[src/rtl/bmp_slave_feeder_pkg.sv]
// Shared definitions for the BMP slave feeder: colour width, FSM state
// encoding and the processing-mode codes understood by the accelerator.
`ifndef COLOR_SIZE
`define COLOR_SIZE 8
`endif

package bmp_slave_feeder_pkg;

  localparam int COLOR_SIZE = `COLOR_SIZE;

  typedef enum logic [1:0] {
    IDLE   = 2'd0,
    STREAM = 2'd1,
    DONE   = 2'd2
  } feeder_state_t;

  // Mode codes must stay in step with the processor's decoder.
  localparam logic [1:0] MODE_PASS      = 2'd0;
  localparam logic [1:0] MODE_BRIGHTEN  = 2'd1;
  localparam logic [1:0] MODE_DARKEN    = 2'd2;
  localparam logic [1:0] MODE_THRESHOLD = 2'd3;

endpackage

[src/rtl/bmp_skid_buffer.sv]
// Two-entry valid/ready skid buffer. The output word sits in a register and
// in_ready depends only on occupancy, never on out_ready.
module bmp_skid_buffer #(
  parameter int DATA_WIDTH = 32
) (
  input  logic                  clk,
  input  logic                  rst_n,
  input  logic [DATA_WIDTH-1:0] in_data,
  input  logic                  in_valid,
  output logic                  in_ready,
  output logic [DATA_WIDTH-1:0] out_data,
  output logic                  out_valid,
  input  logic                  out_ready
);

  logic [DATA_WIDTH-1:0] head_q;
  logic [DATA_WIDTH-1:0] skid_q;
  logic [1:0]            count_q;
  logic                  push;
  logic                  pop;

  assign in_ready  = (count_q != 2'd2);
  assign out_valid = (count_q != 2'd0);
  assign out_data  = head_q;
  assign push      = in_valid && in_ready;
  assign pop       = out_valid && out_ready;

  // head_q only changes on a pop or when loading an empty buffer, so a
  // presented word stays put until it is taken.
  always_ff @(posedge clk) begin
    if (!rst_n) begin
      head_q  <= '0;
      skid_q  <= '0;
      count_q <= 2'd0;
    end else begin
      unique case ({push, pop})
        2'b10: begin
          if (count_q == 2'd0) head_q <= in_data;
          else                 skid_q <= in_data;
          count_q <= count_q + 2'd1;
        end
        2'b01: begin
          head_q  <= skid_q;
          count_q <= count_q - 2'd1;
        end
        2'b11: begin
          if (count_q == 2'd1) begin
            head_q <= in_data;
          end else begin
            head_q <= skid_q;
            skid_q <= in_data;
          end
        end
        default: begin
          count_q <= count_q;
        end
      endcase
    end
  end

endmodule

[src/rtl/bmp_slave_feeder.sv]
// Streams one BMP job from an upstream word source into an accelerator slave
// port, holding mode/processing value for the job and pulsing done at the end.
module bmp_slave_feeder
  import bmp_slave_feeder_pkg::*;
#(
  parameter int DATA_WIDTH  = 32,
  parameter int COUNT_WIDTH = 20
) (
  input  logic                   clk,
  input  logic                   rst_n,
  input  logic                   start,
  input  logic [1:0]             cfg_mode,
  input  logic [COLOR_SIZE-1:0]  cfg_proc_val,
  input  logic [COUNT_WIDTH-1:0] cfg_num_words,
  input  logic [DATA_WIDTH-1:0]  src_data,
  input  logic                   src_valid,
  output logic                   src_ready,
  output logic [1:0]             slv_mode,
  output logic [COLOR_SIZE-1:0]  slv_proc_val,
  output logic [DATA_WIDTH-1:0]  slv_data,
  output logic                   slv_data_valid,
  input  logic                   slv_rdy,
  output logic                   busy,
  output logic                   done
);

  feeder_state_t          state_q;
  feeder_state_t          next_state;
  logic [COUNT_WIDTH-1:0] num_words_q;
  logic [COUNT_WIDTH-1:0] fetch_cnt_q;
  logic [COUNT_WIDTH-1:0] beat_cnt_q;
  logic                   start_accept;
  logic                   streaming;
  logic                   buf_in_ready;
  logic                   buf_out_valid;
  logic                   src_xfer;
  logic                   beat;
  logic                   last_beat;

  assign streaming      = (state_q == STREAM);
  assign src_ready      = streaming && buf_in_ready && (fetch_cnt_q < num_words_q);
  assign src_xfer       = src_valid && src_ready;
  assign slv_data_valid = streaming && buf_out_valid;
  assign beat           = slv_data_valid && slv_rdy;
  assign last_beat      = (beat_cnt_q == (num_words_q - COUNT_WIDTH'(1)));

  bmp_skid_buffer #(
    .DATA_WIDTH (DATA_WIDTH)
  ) u_skid (
    .clk       (clk),
    .rst_n     (rst_n),
    .in_data   (src_data),
    .in_valid  (src_xfer),
    .in_ready  (buf_in_ready),
    .out_data  (slv_data),
    .out_valid (buf_out_valid),
    .out_ready (slv_rdy && streaming)
  );

  always_ff @(posedge clk) begin
    if (!rst_n) state_q <= IDLE;
    else        state_q <= next_state;
  end

  always_comb begin
    next_state   = state_q;
    start_accept = 1'b0;
    busy         = 1'b0;
    done         = 1'b0;
    unique case (state_q)
      IDLE: begin
        if (start) begin
          start_accept = 1'b1;
          next_state   = (cfg_num_words == '0) ? DONE : STREAM;
        end
      end
      STREAM: begin
        busy = 1'b1;
        if (beat && last_beat) next_state = DONE;
      end
      DONE: begin
        busy       = 1'b1;
        done       = 1'b1;
        next_state = IDLE;
      end
      default: begin
        next_state = IDLE;
      end
    endcase
  end

  // Config is captured only on an accepted start, so it stays valid for the
  // whole job and until the next job begins.
  always_ff @(posedge clk) begin
    if (!rst_n) begin
      slv_mode     <= 2'd0;
      slv_proc_val <= '0;
      num_words_q  <= '0;
      fetch_cnt_q  <= '0;
      beat_cnt_q   <= '0;
    end else if (start_accept) begin
      slv_mode     <= cfg_mode;
      slv_proc_val <= cfg_proc_val;
      num_words_q  <= cfg_num_words;
      fetch_cnt_q  <= '0;
      beat_cnt_q   <= '0;
    end else begin
      if (src_xfer) fetch_cnt_q <= fetch_cnt_q + COUNT_WIDTH'(1);
      if (beat)     beat_cnt_q  <= beat_cnt_q + COUNT_WIDTH'(1);
    end
  end

endmodule
[config.mk]
export PLATFORM = sky130hd
export DESIGN_NAME = bmp_slave_feeder
export DESIGN_NICKNAME = d
export VERILOG_FILES = /design/src/rtl/bmp_slave_feeder_pkg.sv /design/src/rtl/bmp_skid_buffer.sv /design/src/rtl/bmp_slave_feeder.sv
export SDC_FILE = /design/constraint.sdc
export NUM_CORES = 1
export LEC_CHECK = 0
export ABC_AREA = 0
export BUFFER_PORTS_ARGS = -buffer_cell sky130_fd_sc_hd__buf_2
export CAP_MARGIN = 20
export CORE_ASPECT_RATIO = 2
export CORE_MARGIN = 8
export CORE_UTILIZATION = 40
export CTS_CLUSTER_SIZE = 8
export DETAILED_ROUTE_END_ITERATION = 8
export SYNTH_ARGS = -nofsm -noshare
export SYNTH_HDL_FRONTEND = slang
export SYNTH_HIERARCHICAL = 1
export SYNTH_SLANG_ARGS = --single-unit
[constraint.sdc]
create_clock -name clk -period 3.82 [get_ports clk]
set_input_delay 0 -clock clk [delete_from_list [all_inputs] [get_ports clk]]
set_output_delay 0 -clock clk [all_outputs]
set_load 0.1 [all_outputs]
==> results.toml <==
[yosys]
synth_compound_area_share_pct = 23.1
synth_top_family_by_area = "compound AO/OA/AOI/OAI gates"
synth-xor-area-share_pct = 5.28
syn_area_per_cell_um2 = 8.48
yosys.area.top_type = "dfxtp_1"
synth_edf_count = 0
synth-simple-area-share_pct = 22.3
synthFlopType = "dfxtp_1"
synth_nets = 959
ys_ff_latch = 138
netlist_area_um2 = 7290
synth_area_leaders = "dfxtp_1 38%, nand2_1 8.7%, a221oi_2 6.2%, a21boi_0 5.9%, ha_1 5.5%"
yosys_warnings = 6
postSynthCellCount = 860
ys_seq_area_share_pct = 37.9
synthArstFlopShare_pct = 0
synthAdderAreaFrac_pct = 5.49
synth.distinct_cells = 70
synth_mux_area_share_pct = 0.635
synth_top_area_share_pct = 37.9

[critical_path]
worstRegToRegCells = 15
critPathKind = "register to register"
r2r-start = "num_words_q[9]"
critical_path_arrival_ns = 3.85
cp-end-kind = "register"
critPathRequiredTime_ns = 4.13
critPathLaunchType = "register"
crit_fanout = 16
crit_start = "num_words_q[9]"

[finish]
drive_gt1_share_pct = 20.2
fin_util_pct = 51.0
area_growth_pct = 26.2
fin_nets = 1119
diodes = 0
instances_no_fill = 1249

[drt]
ant_nets = 0
vias_per_cell = 5.36
wire_per_inst_um = 16.4
routed_wl_mm = 20.5
drc = 0
drt_iter0_drc = 393
vias = 6690
drt_pre_antenna_iters = 5

[outcome]
status = "complete, no violations"

[sta]
drv_slew = 0
hold_viol_final = 0
fmax_mhz = 282
finClkSkew_ns = 0.0129
fin_crit_sh_pct = 92.8
setup_viol = 0
fin_crit_ns = 3.55
worst_pin_slew_ns = 0.995
fin_tns_setup_ns = 0
max_slew_margin_pct = 33.7

[grt]
grt_start_max_net_pins = 101
antenna_found_initial = 0
grt_overflow = 0
grt_first_pass_wirelength_mm = 33.4
grt_pass1_vias = 6643
grt.total_usage_pct = 17.4

[clock_tree]
path_clk_slew_ns = 0.07
htreeDepth = 4
clkSinkCount = 138
clk_path_buf_depth = 2
cts_buffers = 17
clkLatencyLatePin_ns = 0.42
cts_tree = "built"
cts-root-buf = "clkbuf_16"
cts_setup_buffers = 0

[floorplanning]
dieWidth_um = 111
start_util_pct = 40.4
rows = 70
fp.dieH_um = 207
coreArea_um2 = 18000
pin_count = 113
dieArea_um2 = 23100

[placement]
place.detailed.hpwl_mm = 13.7
dp.cells = 1153
port_buffers = 112
place.gp.congestion = 0.834

[pwr]
p_leak_nw = 3.75
p_seq_share_pct = 35.7
p_per_area_nw_per_um2 = 502
clockPowerShare_pct = 33.4
p_int_mw = 2.81
switching_share_pct = 39.2
comb_power_share_pct = 30.9
switchingPower_mw = 1.81
ir_drop_mv = 0.323

[run]
drv_cap = 0

[min_path]
worstHoldStart = "src_valid"
hold_depth = 5
hold_path_class = "input port to register"
[worst paths after layout]
check	slack (ns)	to
setup reg to reg	0.27	u_skid/out_data[12]
hold reg to reg	0.46	slv_proc_val[3]
hold / removal	0.09	fetch_cnt_q[3]
setup / recovery	0.27	u_skid/out_data[12]
[registers in the layout, summed over array words and instances (netlist names)]
register	cells
fetch_cnt_q	20
u_skid/skid_q	32
u_skid/count_q	2
state_q	2
num_words_q	20
slv_proc_val	8
u_skid/out_data	32
beat_cnt_q	20
slv_mode	2
[power groups by stage]
stage	clock network [mW]	logic [mW]	registers, mW
2_1_floorplan	0	0.635	2.11
3_3_place_gp	0	1.36	1.68
3_5_place_dp	0	1.37	1.68
4_1_cts	1.58	1.42	1.65
5_1_grt	1.64	1.53	1.67
6_report	1.55	1.43	1.65
[routing by layer]
metal | routed length [um] | global-route usage, % | vias to the layer above
met3 | 1070 | 4.46 | 22
met5 | 0 | 0 | -
met1 | 9550 | 22.4 | 3146
met2 | 9590 | 27.7 | 175
met4 | 316 | 5.80 | 0
li1 | - | - | 3347
[critical path: stages, from the launching register on]
cell and delay (ns):
dfxtp_1 0.44, inv_1 0.10, ha_1 0.32, a21o_1 0.18
a21o_1 0.16, a21oi_1 0.14, o21a_1 0.13, o31ai_1 0.09
a21o_1 0.20, inv_1 0.13, and2b_1 0.30, inv_1 0.07
ha_1 0.26, o21a_2 0.44, a221oi_2 0.37, nor2_1 0.07
[cells in the mapped netlist, types with 2 or more instances]
cell type	instances
a211oi_1	5
a21boi_0	57
a21boi_1	5
a21o_1	9
a21oi_1	18
a221oi_1	2
a221oi_2	30
and2_1	5
and3_1	11
and4_1	2
buf_2	13
buf_4	4
buf_6	5
clkbuf_1	29
dfxtp_1	138
ha_1	32
inv_1	33
mux2i_1	2
nand2_1	170
nand2b_1	5
nand3_1	18
nand4_1	14
nor2_1	70
nor2b_1	3
nor3_1	5
nor4_1	6
o2111ai_1	2
o211ai_1	10
o21a_1	2
o21ai_0	51
o22ai_1	2
o311ai_0	3
o31ai_1	2
o41ai_1	2
or3_1	9
or4_1	10
xnor2_1	21
xor2_1	23
[cells in the final DEF, fill, tap and decap left out, drive strengths merged, types with 18 or more instances in the layout]
master | Yosys | layout
xor2 | 23 | 23
nor2 | 70 | 70
inv | 33 | 38
ha | 32 | 32
nand3 | 18 | 18
a221oi | 32 | 32
dlygate4sd3 | 0 | 63
clkbuf | 29 | 19
a21boi | 62 | 62
a21oi | 19 | 19
nand2 | 171 | 171
o21ai | 52 | 52
xnor2 | 21 | 21
buf | 22 | 128
dfxtp | 138 | 138
[cell families after synthesis]
family / Yosys count
and+or+nand+nor: 346
AOI/OAI and AO/OA: 213
DFF: 138
buffers and inverters: 84
xor gates and xnor gates: 44
adders and majority gates: 32
muxes: 3
[final cells by class]
cell class / count / area, um2
clock buffers: 19 / 443
clock inverters: 13 / 108
fillers: 1680 / 8830
inverters: 33 / 124
multi-input cells: 639 / 4160
flip-flops and latches: 138 / 2760
well taps: 216 / 270
repair buffers: 191 / 1340
[through the flow]
step           setup slack (ns)  hold WS [ns]  power [mW]  area (um2)
6_report                  0.274        0.0949        4.62        9210
5_1_grt                -0.00164         0.129        4.84        9210
4_1_cts                   0.259        0.0815        4.65        9200
3_5_place_dp              0.295         0.261        3.05        8020
3_3_place_gp              0.350         0.252        3.03        8020
2_1_floorplan             0.487         0.135        2.74        7290
[repair_timing]
| item | 4_1_cts | 5_1_grt |
|---|---|---|
| hold buffers | 63 | 0 |
| endpoints found under the setup margin | 0 | 30 |
| gates resized for setup | 0 | 1 |
| hold endpoints to repair | 95 | 0 |
No activity file was read; power rests on OpenSTA's default activity.
